===== config.mk =====
export PLATFORM = sky130hd
export DESIGN_NAME = conv_scan_scheduler
export DESIGN_NICKNAME = d
export VERILOG_FILES = /design/src/rtl/conv_scan_scheduler.sv
export SDC_FILE = /design/constraint.sdc
export NUM_CORES = 1
export LEC_CHECK = 0
export CORE_ASPECT_RATIO = 0.9
export CORE_MARGIN = 4
export CORE_UTILIZATION = 60
export CTS_BUF_LIST = sky130_fd_sc_hd__clkbuf_16
export DETAILED_ROUTE_END_ITERATION = 16
export DONT_BUFFER_PORTS = 1
export MAX_ROUTING_LAYER = met4
export PLACE_DENSITY = 0.76
export REMOVE_ABC_BUFFERS = 1
export SLEW_MARGIN = 40
export SYNTH_ARGS = -nofsm -noshare
export SYNTH_HDL_FRONTEND = slang
export SYNTH_SLANG_ARGS = --single-unit
export TNS_END_PERCENT = 10

===== constraint.sdc =====
create_clock -name clk -period 5.05 [get_ports clk]
set_clock_uncertainty 0.2 [all_clocks]
set_input_delay 1.01 -clock clk [delete_from_list [all_inputs] [get_ports clk]]
set_output_delay 1.01 -clock clk [all_outputs]
set_load 0.05 [all_outputs]

===== src/rtl/conv_scan_scheduler.sv =====
// Scan scheduler for the clause convolution datapath: walks the image in
// P-row bands, feeds column slices to the PE array and ORs windowed clause outputs.
module conv_scan_scheduler #(
    parameter int IMG_W    = 28,
    parameter int IMG_H    = 28,
    parameter int PIPE_LAT = 6
) (
    input  logic       clk,
    input  logic       rst,
    input  logic       start,
    input  logic [2:0] cfg_patch,
    input  logic [5:0] cfg_x_lo,
    input  logic [5:0] cfg_x_hi,
    input  logic [5:0] cfg_y_lo,
    input  logic [5:0] cfg_y_hi,
    output logic       img_rd_en,
    output logic [5:0] img_rd_row,
    output logic [5:0] img_rd_col,
    input  logic [6:0] img_rd_data,
    output logic [6:0] pixels,
    output logic [2:0] patch_size,
    output logic       pe_enable,
    output logic       conv_enable,
    output logic       Xmatch,
    output logic       Ymatch,
    input  logic       clause_op,
    output logic       busy,
    output logic       done,
    output logic       err,
    output logic       clause_result
);

    // state   | meaning
    // S_IDLE  | waiting for start; cfg latched and accumulator cleared on start
    // S_SCAN  | issuing band/column reads, then two tail cycles for the read pipe
    // S_DRAIN | zeros on pixels while the last windows leave the datapath
    // S_DONE  | one-cycle done pulse, result and err valid
    typedef enum logic [1:0] {S_IDLE, S_SCAN, S_DRAIN, S_DONE} state_t;

    localparam logic [5:0] COL_LAST  = 6'(IMG_W - 1);
    localparam logic [6:0] IMG_H7    = 7'(IMG_H);
    localparam logic [7:0] DRAIN_CNT = 8'(PIPE_LAT);

    state_t                state_q, state_d;
    logic                  reading_q, reading_d;
    logic [5:0]            band_q, band_d;
    logic [5:0]            col_q, col_d;
    logic [7:0]            cnt_q, cnt_d;
    logic [2:0]            patch_q, patch_d;
    logic [5:0]            xlo_q, xlo_d, xhi_q, xhi_d, ylo_q, ylo_d, yhi_q, yhi_d;
    logic                  v1_q, v1_d, tag1_q, tag1_d, xm1_q, xm1_d, ym1_q, ym1_d;
    logic [6:0]            pixels_q, pixels_d;
    logic                  tag_q, tag_d, xm_q, xm_d, ym_q, ym_d;
    logic                  pe_q, pe_d;
    logic [PIPE_LAT-1:0]   tag_dly_q, tag_dly_d;
    logic                  acc_q, acc_d, res_q, res_d, err_q, err_d;

    logic       patch_ok;
    logic       rd_en;
    logic       col_is_win;
    logic [5:0] win_off;
    logic [5:0] x_pos;
    logic [6:0] band_last;
    logic [6:0] mask;

    always_comb begin
        patch_ok   = (cfg_patch == 3'd3) || (cfg_patch == 3'd5) || (cfg_patch == 3'd7);
        rd_en      = (state_q == S_SCAN) && reading_q;
        win_off    = {3'd0, patch_q} - 6'd1;
        col_is_win = col_q >= win_off;
        x_pos      = col_q - win_off;
        band_last  = IMG_H7 - {4'd0, patch_q};
        case (patch_q)
            3'd3:    mask = 7'h07;
            3'd5:    mask = 7'h1F;
            3'd7:    mask = 7'h7F;
            default: mask = 7'h00;
        endcase
    end

    always_comb begin
        state_d   = state_q;
        reading_d = reading_q;
        band_d    = band_q;
        col_d     = col_q;
        cnt_d     = cnt_q;
        patch_d   = patch_q;
        xlo_d     = xlo_q;
        xhi_d     = xhi_q;
        ylo_d     = ylo_q;
        yhi_d     = yhi_q;
        acc_d     = acc_q;
        res_d     = res_q;
        err_d     = err_q;
        case (state_q)
            S_IDLE: begin
                if (start) begin
                    patch_d = cfg_patch;
                    xlo_d   = cfg_x_lo;
                    xhi_d   = cfg_x_hi;
                    ylo_d   = cfg_y_lo;
                    yhi_d   = cfg_y_hi;
                    acc_d   = 1'b0;
                    res_d   = 1'b0;
                    band_d  = 6'd0;
                    col_d   = 6'd0;
                    if (patch_ok) begin
                        state_d   = S_SCAN;
                        reading_d = 1'b1;
                        err_d     = 1'b0;
                    end else begin
                        state_d = S_DONE;
                        err_d   = 1'b1;
                    end
                end
            end
            S_SCAN: begin
                if (reading_q) begin
                    if (col_q == COL_LAST) begin
                        col_d = 6'd0;
                        if ({1'b0, band_q} == band_last) begin
                            reading_d = 1'b0;
                            cnt_d     = 8'd1;
                        end else begin
                            band_d = band_q + 6'd1;
                        end
                    end else begin
                        col_d = col_q + 6'd1;
                    end
                end else if (cnt_q == 8'd0) begin
                    state_d = S_DRAIN;
                    cnt_d   = DRAIN_CNT;
                end else begin
                    cnt_d = cnt_q - 8'd1;
                end
            end
            S_DRAIN: begin
                if (cnt_q == 8'd0) begin
                    state_d = S_DONE;
                    res_d   = acc_q;
                end else begin
                    cnt_d = cnt_q - 8'd1;
                end
            end
            S_DONE: state_d = S_IDLE;
            default: state_d = S_IDLE;
        endcase
        // only windows whose delayed tag lines up with clause_op may set the result
        if (state_q == S_SCAN || state_q == S_DRAIN)
            acc_d = acc_q | (clause_op & tag_dly_q[PIPE_LAT-1]);
    end

    always_comb begin
        v1_d     = rd_en;
        tag1_d   = rd_en && col_is_win;
        xm1_d    = tag1_d && (x_pos >= xlo_q) && (x_pos <= xhi_q);
        ym1_d    = tag1_d && (band_q >= ylo_q) && (band_q <= yhi_q);
        pixels_d = v1_q ? (img_rd_data & mask) : 7'd0;
        tag_d    = tag1_q;
        xm_d     = xm1_q;
        ym_d     = ym1_q;
        pe_d     = (pe_q || v1_q) && (state_d == S_SCAN || state_d == S_DRAIN);
        tag_dly_d    = tag_dly_q;
        tag_dly_d[0] = tag_q;
        for (int i = 1; i < PIPE_LAT; i++)
            tag_dly_d[i] = tag_dly_q[i-1];
    end

    always_ff @(posedge clk) begin
        if (rst) begin
            state_q   <= S_IDLE;
            reading_q <= 1'b0;
            band_q    <= 6'd0;
            col_q     <= 6'd0;
            cnt_q     <= 8'd0;
            patch_q   <= 3'd0;
            xlo_q     <= 6'd0;
            xhi_q     <= 6'd0;
            ylo_q     <= 6'd0;
            yhi_q     <= 6'd0;
            v1_q      <= 1'b0;
            tag1_q    <= 1'b0;
            xm1_q     <= 1'b0;
            ym1_q     <= 1'b0;
            pixels_q  <= 7'd0;
            tag_q     <= 1'b0;
            xm_q      <= 1'b0;
            ym_q      <= 1'b0;
            pe_q      <= 1'b0;
            tag_dly_q <= '0;
            acc_q     <= 1'b0;
            res_q     <= 1'b0;
            err_q     <= 1'b0;
        end else begin
            state_q   <= state_d;
            reading_q <= reading_d;
            band_q    <= band_d;
            col_q     <= col_d;
            cnt_q     <= cnt_d;
            patch_q   <= patch_d;
            xlo_q     <= xlo_d;
            xhi_q     <= xhi_d;
            ylo_q     <= ylo_d;
            yhi_q     <= yhi_d;
            v1_q      <= v1_d;
            tag1_q    <= tag1_d;
            xm1_q     <= xm1_d;
            ym1_q     <= ym1_d;
            pixels_q  <= pixels_d;
            tag_q     <= tag_d;
            xm_q      <= xm_d;
            ym_q      <= ym_d;
            pe_q      <= pe_d;
            tag_dly_q <= tag_dly_d;
            acc_q     <= acc_d;
            res_q     <= res_d;
            err_q     <= err_d;
        end
    end

    assign img_rd_en     = rd_en;
    assign img_rd_row    = rd_en ? band_q : 6'd0;
    assign img_rd_col    = rd_en ? col_q : 6'd0;
    assign pixels        = pixels_q;
    assign patch_size    = patch_q;
    assign pe_enable     = pe_q;
    assign conv_enable   = pe_q;
    assign Xmatch        = xm_q;
    assign Ymatch        = ym_q;
    assign busy          = (state_q == S_SCAN) || (state_q == S_DRAIN);
    assign done          = (state_q == S_DONE);
    assign err           = err_q;
    assign clause_result = res_q;

endmodule


==> results.md <==
* Flop2flop setup slack at ~1500 ps
* Area contributors post-synth: dfxtp_1 (37%), ha_1 (13%), a21oi_1 (6.4%), nand2_1 (6.4%), inv_1 (3.3%)
* Congestion Overflow GR at 0
* Vias in the first global route at ~2900
* Final HPWL DP at 5.99 mm
* Critical Path Start Type: register
* Root Buffer: clkbuf_16
* Remaining DRCs at 0
* Layout area overhead at 8.21%
* Status: complete, no violations
* CP Capture Type: output port
* Fraction of layout cells with a size suffix above 1 at 0.0616
* GPL Wtd Cong at 0.923
* Hold/Removal Path Class: register to register
* CP Max Fanout at 21
* Postcts setup bufs at 0
* Most Crowded Layer GR: met2
* Final period util at 0.726
* Syn Area/Cell at 8.32 µm²
* CTS tree: yes
* Routed WL at approximately 8.2 mm
* Synth async-reset ratio at 0
* Post-synth EDFFs at 0
* Leak at roughly 1.7 nW
* Count of final hold-check violations at 0
* CTS clk-pin slew, worst paths at 50 ps
* Prevailing post-synth register cell: dfxtp_1
* Synth area leader: dfxtp_1
* Setup_tns at 0 ps
* Pin count of the biggest net entering global routing at 55
* Core Region at 6250 µm²
* Via Count at 3170
* Hold Crit Start: tag_dly_q[4]
* Final setup vio count at 0
* TritonRoute pass-1 iters at 4
* Most frequent cells in the layout: dfxtp_1 (73), nand2_1 (67), a21oi_1 (50), ha_1 (41), inv_1 (35)
* Length in cells of the worst reg-to-reg path at 14
* Clock buffer depth at 2
* Hold-fix buffers, CTS at 0
* Register area share after synthesis at 0.374
* Starting density of the core at 0.634
* Peak supply drop at 327 µV
* Post-synthesis cell area at 3960 µm²
* GRT Overall Usage at 0.223
* RSZ-0062 raised after global routing: false
* Number of buffers inserted by port buffering at 0
* Met1 Use GR at 0.291
* Most common cell after layout, fill and taps aside: dfxtp_1
* Slew @ Worst Pin at 832 ps
* Slew Viols, Final at 0
* Pwr dens at 536 nW/µm²
* Crit path DAT at 2460 ps
* Synth top area share at 0.374
* Total number of yosys warnings at 0
* Wire per inst at 14.8 µm
* Worst Setup Path Type: register to output port
* Die Height at about 85 µm
* WP data required at 3840 ps
* Maxcap violations at 0
* Later-pin clock latency in the skew report at 330 ps
* Row count at 27
* First-pass GRT wire length at 13.8 mm
* Cts repair resizes at 0
* Starting DRC count in detailed routing at 130
* H-tree depth at 3
* FILL cells at 523
* I/O pin total at 69
* NumNets Final at 546
* Post-layout minimum cycle time at 3670 ps
* Yosys reg bits at 74
* Vias/cell at 5.68
* Met2 Track Usage GR at 0.335
* Rel. slew slack at 0.438
* Worst R2R End: xm1_q
* Antenna-violating nets left at 0
* CTS Sinks at 74
* Met3 Use GR at 0.0736
* Fmax at ~270 MHz
* DIE AREA at 7970 µm²
* Width of the die at 93.7 µm
* Post-synthesis cell type count at 50
* Worst R2R Start: patch_size[0]
* ANT cells at 0
* Post-Syn Instances at 476
* WHS Path Cells at 1
* Antenna violations before repair at 0
* Total CTS buffers at 9
* Final Util at 0.686
* Hold path endpoint: tag_dly_q[5]
==> cells by family after synthesis <==
| logic type | Yosys count | share of synthesized area |
|---|---|---|
| xor gates and xnor gates | 17 | 0.0376 |
| and+or+nand+nor | 178 | 0.229 |
| muxes | 3 | 0.00758 |
| AOI/OAI and AO/OA | 105 | 0.162 |
| buffers and inverters | 57 | 0.0556 |
| adders and majority gates | 42 | 0.135 |
| DFF | 74 | 0.374 |
==> sequential cells by signal, indices dropped and copies added, names as in the netlist <==
register	count
Xmatch	1
Ymatch	1
acc_q	1
band_q	6
clause_result	1
cnt_q	8
col_q	6
conv_enable	1
err	1
patch_size	3
pixels	7
reading_q	1
state_q	2
tag1_q	1
tag_dly_q	6
tag_q	1
v1_q	1
xhi_q	6
xlo_q	6
xm1_q	1
yhi_q	6
ylo_q	6
ym1_q	1
==> where the power goes <==
group	total, mW	switching, mW	leakage, nW	internal, mW
Combinational	0.931	0.558	0.976	0.373
Sequential	0.759	0.0987	0.602	0.660
Clock	0.608	0.232	0.140	0.376
Total	2.30	0.889	1.72	1.41
==> stage by stage <==
stage	setup slack [ps]	total power, mW	hold slack, ps	area (µm²)	std cells
6_report	1380	2.30	238	4290	558
4_1_cts	1190	2.31	242	4280	558
5_1_grt	1180	2.48	253	4290	558
3_5_place_dp	1490	1.69	222	4000	542
3_3_place_gp	1600	1.65	220	3990	542
2_1_floorplan	1780	1.49	214	3880	455
==> critical path, stage by stage (launching register included) <==
cell and delay [ps]:
dfxtp_1 470, ha_1 680, nand2_1 410, nor2_2 560
==> synth_stat cells (all sizes together), types with 3 or more instances <==
cell    count
inv        36
nor3        7
nor2b      17
a21oi      51
o31ai       3
xnor2      11
mux2i       3
buf         3
a21o        4
or4         6
nor2       26
nand3       5
dfxtp      74
and2        4
nand4       7
or3         6
and4        4
xor2        6
a31oi       3
ha         41
o21ai      22
and3       10
clkbuf     18
o21a        6
nand2      68
nand2b      8
==> layout make-up <==
| cell class | instances | area (µm²) | share of cell area |
|---|---|---|---|
| clock buffers | 9 | 225 | 0.0525 |
| well taps | 87 | 109 | 0.0254 |
| clock inverters | 7 | 60.1 | 0.0140 |
| inverters | 36 | 135 | 0.0315 |
| multi-input cells | 345 | 2280 | 0.531 |
| flip-flops and latches | 74 | 1480 | 0.346 |
==> how the worst max path moves through the flow <==
stage	start	end	slack [ps]	cells past startpoint
floorplan	patch_size[0]	xm1_q	1780	14
global placement	patch_size[0]	xm1_q	1600	14
detailed placement	patch_size[0]	xm1_q	1490	14
CTS	state_q[0]	img_rd_col[0]	1190	3
global route	patch_size[0]	xm1_q	1180	14
finish	state_q[0]	img_rd_col[1]	1380	3
==> layer usage <==
layer / vias to the layer above / part of all wire
li1: 1616 / -
met1: 1461 / 0.48
met2: 84 / 0.45
met3: 9 / 0.063
met4: 0 / 0.0092
met5: - / 0
Note: power is estimated with default switching activity, not from simulation.
